--- config.mk ---
export PLATFORM = sky130hd
export DESIGN_NAME = adi3w_spi_responder
export DESIGN_NICKNAME = d
export VERILOG_FILES = /design/src/rtl/adi3w_spi_responder.sv
export SDC_FILE = /design/constraint.sdc
export NUM_CORES = 1
export LEC_CHECK = 0
export CAP_MARGIN = 5
export CELL_PAD_IN_SITES_DETAIL_PLACEMENT = 1
export CELL_PAD_IN_SITES_GLOBAL_PLACEMENT = 1
export CORE_ASPECT_RATIO = 0.75
export CORE_MARGIN = 1
export CORE_UTILIZATION = 52
export CTS_CLUSTER_SIZE = 24
export DETAILED_ROUTE_END_ITERATION = 10
export MAX_ROUTING_LAYER = met4
export PLACE_DENSITY_LB_ADDON = 0.1
export SYNTH_ARGS = -nofsm -noshare
export SYNTH_HDL_FRONTEND = slang
export SYNTH_SLANG_ARGS = --single-unit
--- constraint.sdc ---
create_clock -name clk -period 3.7 [get_ports clk]
set_clock_uncertainty 0.15 [all_clocks]
set_input_delay 0.555 -clock clk [delete_from_list [all_inputs] [get_ports clk]]
set_output_delay 0.555 -clock clk [all_outputs]
set_load 0.01 [all_outputs]
--- src/rtl/adi3w_spi_responder.sv ---
// ADI 3-wire SPI device-side responder: oversampled SCLK/CSB/SDIO, 16-bit instruction,
// byte-wide register file with write strobes and a read-only chip ID at address 1.
module adi3w_spi_responder #(
  parameter int unsigned aw      = 5,
  parameter logic [7:0]  chip_id = 8'h82
) (
  input  logic          clk,
  input  logic          rst_n,
  input  logic          sclk,
  input  logic          csb,
  input  logic          sdi,
  output logic          sdo,
  output logic          sdo_oe,
  output logic          reg_we,
  output logic [aw-1:0] reg_addr,
  output logic [7:0]    reg_wdata,
  output logic          busy,
  output logic          frame_err
);

  localparam int unsigned NREG = 1 << aw;
  localparam int unsigned IW   = 16;
  localparam int unsigned BW   = 8;
  localparam logic [aw-1:0] ID_ADDR = aw'(1);

  typedef enum logic [2:0] {IDLE, INSTR, WDATA, RDATA, DONE} state_t;

  // Pad synchronizers plus history flops for edge detection
  logic sclk_m, sclk_s, sclk_h;
  logic csb_m, csb_s, csb_h;
  logic sdi_m, sdi_s;

  always_ff @(posedge clk or negedge rst_n) begin
    if (!rst_n) begin
      sclk_m <= 1'b0; sclk_s <= 1'b0; sclk_h <= 1'b0;
      csb_m  <= 1'b1; csb_s  <= 1'b1; csb_h  <= 1'b1;
      sdi_m  <= 1'b0; sdi_s  <= 1'b0;
    end else begin
      sclk_m <= sclk; sclk_s <= sclk_m; sclk_h <= sclk_s;
      csb_m  <= csb;  csb_s  <= csb_m;  csb_h  <= csb_s;
      sdi_m  <= sdi;  sdi_s  <= sdi_m;
    end
  end

  logic rise, fall, csb_fall;
  assign rise     = sclk_s & ~sclk_h;
  assign fall     = ~sclk_s & sclk_h;
  assign csb_fall = ~csb_s & csb_h;

  state_t          state, state_nxt;
  logic [3:0]      bit_cnt, bit_cnt_nxt;
  logic [IW-2:0]   sr, sr_nxt;
  logic [BW-1:0]   rd_sr, rd_sr_nxt;
  logic [aw-1:0]   addr, addr_nxt;
  logic [1:0]      left, left_nxt;
  logic            sdo_nxt, sdo_oe_nxt, reg_we_nxt, busy_nxt, frame_err_nxt;
  logic [aw-1:0]   reg_addr_nxt;
  logic [BW-1:0]   reg_wdata_nxt;

  logic [BW-1:0]   reg_file [NREG];
  logic [IW-1:0]   shift_in;
  logic [aw-1:0]   rd_addr_c;
  logic [BW-1:0]   rd_data_c;
  logic            wr_en_c;

  assign shift_in  = {sr, sdi_s};
  // Next read byte: the instruction's start address on entry, else the decremented address
  assign rd_addr_c = (state == INSTR) ? shift_in[aw-1:0] : addr - aw'(1);
  assign rd_data_c = (rd_addr_c == ID_ADDR) ? chip_id : reg_file[rd_addr_c];

  always_comb begin
    state_nxt     = state;
    bit_cnt_nxt   = bit_cnt;
    sr_nxt        = sr;
    rd_sr_nxt     = rd_sr;
    addr_nxt      = addr;
    left_nxt      = left;
    sdo_nxt       = sdo;
    sdo_oe_nxt    = sdo_oe;
    reg_we_nxt    = 1'b0;
    reg_addr_nxt  = reg_addr;
    reg_wdata_nxt = reg_wdata;
    frame_err_nxt = 1'b0;
    wr_en_c       = 1'b0;

    // CSB deassertion overrides any SCLK edge in the same cycle
    if (state != IDLE && csb_s) begin
      state_nxt     = IDLE;
      sdo_oe_nxt    = 1'b0;
      bit_cnt_nxt   = '0;
      frame_err_nxt = (bit_cnt[2:0] != 3'd0);
    end else begin
      case (state)
        IDLE: begin
          if (csb_fall) begin
            state_nxt   = INSTR;
            bit_cnt_nxt = '0;
            sr_nxt      = '0;
          end
        end
        INSTR: begin
          if (rise) begin
            sr_nxt      = shift_in[IW-2:0];
            bit_cnt_nxt = bit_cnt + 4'd1;
            if (bit_cnt == 4'd15) begin
              bit_cnt_nxt = '0;
              left_nxt    = shift_in[14:13];
              addr_nxt    = shift_in[aw-1:0];
              if (shift_in[15]) begin
                state_nxt  = RDATA;
                rd_sr_nxt  = rd_data_c;
                sdo_oe_nxt = 1'b1;
              end else begin
                state_nxt  = WDATA;
              end
            end
          end
        end
        WDATA: begin
          if (rise) begin
            sr_nxt      = shift_in[IW-2:0];
            bit_cnt_nxt = bit_cnt + 4'd1;
            if (bit_cnt == 4'd7) begin
              bit_cnt_nxt = '0;
              if (addr != ID_ADDR) begin
                wr_en_c       = 1'b1;
                reg_we_nxt    = 1'b1;
                reg_addr_nxt  = addr;
                reg_wdata_nxt = shift_in[BW-1:0];
              end
              addr_nxt = addr - aw'(1);
              left_nxt = left - 2'd1;
              if (left == 2'd0) state_nxt = DONE;
            end
          end
        end
        RDATA: begin
          if (rise) begin
            bit_cnt_nxt = bit_cnt + 4'd1;
            if (bit_cnt == 4'd7) begin
              bit_cnt_nxt = '0;
              addr_nxt    = rd_addr_c;
              rd_sr_nxt   = rd_data_c;
              left_nxt    = left - 2'd1;
              if (left == 2'd0) begin
                state_nxt  = DONE;
                sdo_oe_nxt = 1'b0;
              end
            end
          end else if (fall) begin
            sdo_nxt   = rd_sr[BW-1];
            rd_sr_nxt = {rd_sr[BW-2:0], 1'b0};
          end
        end
        DONE: begin
          sdo_oe_nxt = 1'b0;
        end
        default: state_nxt = IDLE;
      endcase
    end

    busy_nxt = (state_nxt != IDLE);
  end

  always_ff @(posedge clk or negedge rst_n) begin
    if (!rst_n) begin
      state     <= IDLE;
      bit_cnt   <= '0;
      sr        <= '0;
      rd_sr     <= '0;
      addr      <= '0;
      left      <= '0;
      sdo       <= 1'b0;
      sdo_oe    <= 1'b0;
      reg_we    <= 1'b0;
      reg_addr  <= '0;
      reg_wdata <= '0;
      busy      <= 1'b0;
      frame_err <= 1'b0;
    end else begin
      state     <= state_nxt;
      bit_cnt   <= bit_cnt_nxt;
      sr        <= sr_nxt;
      rd_sr     <= rd_sr_nxt;
      addr      <= addr_nxt;
      left      <= left_nxt;
      sdo       <= sdo_nxt;
      sdo_oe    <= sdo_oe_nxt;
      reg_we    <= reg_we_nxt;
      reg_addr  <= reg_addr_nxt;
      reg_wdata <= reg_wdata_nxt;
      busy      <= busy_nxt;
      frame_err <= frame_err_nxt;
    end
  end

  // Register file; entry 1 is never written since reads there return chip_id
  always_ff @(posedge clk or negedge rst_n) begin
    if (!rst_n) begin
      for (int unsigned i = 0; i < NREG; i++) reg_file[i] <= '0;
    end else if (wr_en_c) begin
      reg_file[addr] <= shift_in[BW-1:0];
    end
  end

endmodule

==> results.txt <==
- Detailed placement ended at an HPWL of about 26000 um.
- The congestion estimate from routability-driven global placement came to around 0.89.
* Cell count after synthesis: ~1.2k
- Max-capacitance violation count: 0
* Worst stage delay on the critical path: a little under 0.6 ns
- Clock-pin transition on the worst setup and hold timing paths: 0.07 ns
* Number of buffers inserted during clock tree synthesis: 34
* Vias in the first global route: roughly 11k
* Chain of cells forming the critical path: inv_1 > ha_1 > xor2_1 > mux2_2 > nand3_1 > a2111oi_0 > a31oi_1 > and3_1
- In this run the power density over the cells is around 470 nW/um^2.
* Number of library cell types mapped by synthesis: 71
- Setup repair after global routing missed its margin: false
- After the last flow step, the layout net total stands at 1265.
- Most frequent standard cell in the layout excluding fill and tap cells: sky130_fd_sc_hd__dfrtp_1
* First-iteration detailed-routing DRC count: 680
* Data required time at the worst endpoint: 3.97 ns
* Synth Flop Type: sky130_fd_sc_hd__dfrtp_1
- Wire length of the first global-routing pass: between 60000 and 70000 um
- Total of endpoints with negative setup slack in the final report: 0
- Effective utilization at floorplan: a little over half
- Share of synthesized flip-flops with an asynchronous set or reset: 100%
* Overall routing resource usage: between 20% and 30%
- No sink is reached through more buffers than the 3 on the longest clock path.
- The pre-antenna-repair detailed-routing pass consisted of 5 iterations.
- The worst path in the final design needs a cycle of between 3 and 4 ns, including I/O delays and setup.
- Data arrival time of the worst path: 3.68 ns
- From left edge to right edge, the die measures between 150 and 200 um.
- After floorplanning, the core was divided into 53 placement rows.
- Accumulated negative setup slack: 0 ns
- Number of fillers in the final layout: ~2.8k
* Die Y: between 150 and 200 um
* Number of vias in the routed layout: 10.1k
- Met1 Resource Use GR: 44.7%
* GR met2 Demand/Resource: between 40% and 50%
- Entering global routing, the biggest net connects 81 pins.
- Post-CTS Repair Setup Buffers: 0
- The cell area that synthesis handed to floorplanning was 15300 um^2.
- Post-route fraction of the period consumed by the critical path: 92.1%
* Antenna violations before repair: 0
- In this run, synthesis produced a sequential element count of approximately 320.
- Compared with the post-synthesis result, the final layout area differs by 12.0%.
* Number of enable-type register cells in the synthesized netlist: 0
- Critical Path End Type: flop
- The tree is rooted in a sky130_fd_sc_hd__clkbuf_16.
- Summed over all cells, the static leakage comes to about 8 nW.
* Worst voltage drop across the vdd grid: between 200 and 300 uV
* Buffer and inverter count on the worst path: 1
* Highest Clock Rate: between 0.2 and 0.3 GHz
- After detailed routing, the average wire length per cell comes to approximately 25 um.
- A synthesized cell averages 12.3 um^2.
- The worst setup path is launched from a flop.
- Fraction of final layout cells sized beyond drive strength 1: between 30% and 40%
- TritonCTS built the clock tree.
- Global routing's busiest layer: met1
- The number of failing hold endpoints at the final stage was 0.
- Clk sink count: approximately 320
- The slowest stage of the critical path is the sky130_fd_sc_hd__mux2_2 cell.
- In the routed design, unresolved DRC markers number 0.
- Using the TritonRoute via totals, the vias-per-cell ratio works out to between 6 and 7.
* Slew Limit Headroom: around a fifth
* Buffers on Ports: 22
- After detailed routing, the total wire length is around 41000 um.
- Antenna-violating nets left: 0
- Count of final max-slew check failures: 0
* Post-Synthesis Net Count: ~1.3k
- The library cells used most frequently in the layout, excluding fill and tap cells, are sky130_fd_sc_hd__dfrtp_1, sky130_fd_sc_hd__mux2_2, sky130_fd_sc_hd__nand2_1, sky130_fd_sc_hd__mux2i_1, sky130_fd_sc_hd__buf_4.
- For this run, the number of Yosys warnings is 0.
- Maximum level of the CTS H-tree: 2
- Measured on the finished design, the core utilization comes to 60.1%.
* Floorplan die area: approximately 30000 um^2
- Core area: about 28000 um^2
* Reg-to-reg setup timing slack: roughly 0.29 ns
- Top-Level Pins: 23
* Clock latency on the worst-skew pair: around 0.53 ns
- Critical path fanouts, max: 20
* Class of the worst hold path: reg -> reg
- Transition time of the tightest slew-check pin: ~1.2 ns
- Met3 global-route usage: under 10%
- After global routing the overflow that remains totals 0.
* Sequential element share of the synthesized area: a little over half
- Category of the critical setup timing path: reg -> reg
* Kind of cell with the highest combined delay on the critical path: compound AO/OA/AOI/OAI gates
* Status: completed
-- worst reg2reg max path, stage by stage (launching register included) --
cell and delay (ns):
sky130_fd_sc_hd__dfrtp_1 0.55, sky130_fd_sc_hd__inv_1 0.21, sky130_fd_sc_hd__ha_1 0.32, sky130_fd_sc_hd__xor2_1 0.30, sky130_fd_sc_hd__mux2_2 0.58, sky130_fd_sc_hd__nand3_1 0.35
sky130_fd_sc_hd__a2111oi_0 0.54, sky130_fd_sc_hd__a31oi_1 0.12, sky130_fd_sc_hd__and3_1 0.20
-- worst paths after layout --
check                        start       endpoint  cells after the start
max in group asynchronous    rst_n  reg_file[118]                      3
setup / recovery           addr[0]       rd_sr[4]                      8
setup reg to reg           addr[0]       rd_sr[4]                      8
hold / removal              sclk_m         sclk_s                      0
min in group asynchronous    rst_n          sdi_m                      2
hold reg to reg             sclk_m         sclk_s                      0
-- report_power, final --
group	switching (mW)	total (mW)	internal (mW)
combinational	0.681	1.02	0.339
clock	1.41	3.49	2.08
sequential	0.0283	3.54	3.51
total	2.12	8.05	5.93
-- what timing repair did --
action	in CTS	in global routing
endpoints found under the setup margin	0	2
hold endpoints to repair	74	0
hold buffers	1	0
resized for setup	0	2
-- cell families after synthesis --
| group | Yosys count | share of synthesized area (%) |
|---|---|---|
| AOI/OAI and AO/OA | 135 | 6.02 |
| xor gates and xnor gates | 3 | 0.172 |
| adders and majority gates | 10 | 0.819 |
| buffers and inverters | 115 | 3.78 |
| DFF | 319 | 52.3 |
| muxes | 351 | 27.2 |
| and+or+nand+nor | 304 | 9.69 |
-- stage by stage --
| stage | power, mW | cells | worst slack, ns | cell area, um^2 | hold WS [ns] |
|---|---|---|---|---|---|
| 6_report | 8.05 | 1660 | 0.293 | 17100 | 0.209 |
| 5_1_grt | 8.33 | 1659 | 0.0962 | 17100 | 0.220 |
| 4_1_cts | 8.11 | 1659 | 0.128 | 17100 | 0.207 |
| 3_5_place_dp | 4.61 | 1598 | 0.135 | 16000 | 0.192 |
| 3_3_place_gp | 4.60 | 1598 | 0.174 | 16000 | 0.185 |
| 2_1_floorplan | 4.26 | 1237 | 0.839 | 15300 | 0.109 |
-- layout make-up --
class	count	area (um^2)	area share, %
clock inverter	9	97.6	0.571
clock buffer	51	1040	6.07
timing repair buffer	72	703	4.11
inverter	20	77.6	0.453
multi-input combinational	803	6720	39.3
sequential	319	7990	46.7
tap	385	482	2.82
antenna	1	2.50	0.0146
-- sequential cells by signal, summed over array words and instances, names as in the netlist, 2 cells and up --
name / count
addr: 5
bit_cnt: 4
left: 2
rd_sr: 8
reg_addr: 5
reg_file: 256
reg_wdata: 8
sr: 15
state: 3
-- synth_stat cells, drive strengths merged (2+ instances only) --
master	instances	area, um^2
a2111oi	3	26.3
a211oi	10	80.1
a21o	4	30.0
a21oi	23	126
a22o	3	26.3
a22oi	4	30.0
a311oi	6	52.6
a31o	2	17.5
a31oi	13	96.3
a32oi	7	61.3
a41oi	2	17.5
and3	8	50.1
buf	37	282
clkbuf	58	218
dfrtp	316	7910
dfstp	3	78.8
ha	10	125
inv	20	77.6
mux2	251	2830
mux2i	75	754
mux4	25	574
nand2	153	599
nand2b	5	31.3
nand3	19	95.1
nand3b	7	52.6
nand4	9	56.3
nor2	65	324
nor2b	4	25.0
nor3	15	80.1
nor3b	2	15.0
nor4	5	31.3
nor4b	2	38.8
o2111ai	2	17.5
o21ai	42	210
o22ai	3	18.8
o31ai	2	15.0
or3	3	18.8
or3b	3	26.3
or4	2	18.8
xnor2	2	17.5
-- layer usage --
layer / wire length, um / vias to the layer above
li1: - / 4453
met1: 20100 / 5354
met2: 18300 / 243
met3: 2080 / 46
met4: 489 / 0
met5: 0 / -
Power figures use the tool's default switching activity.
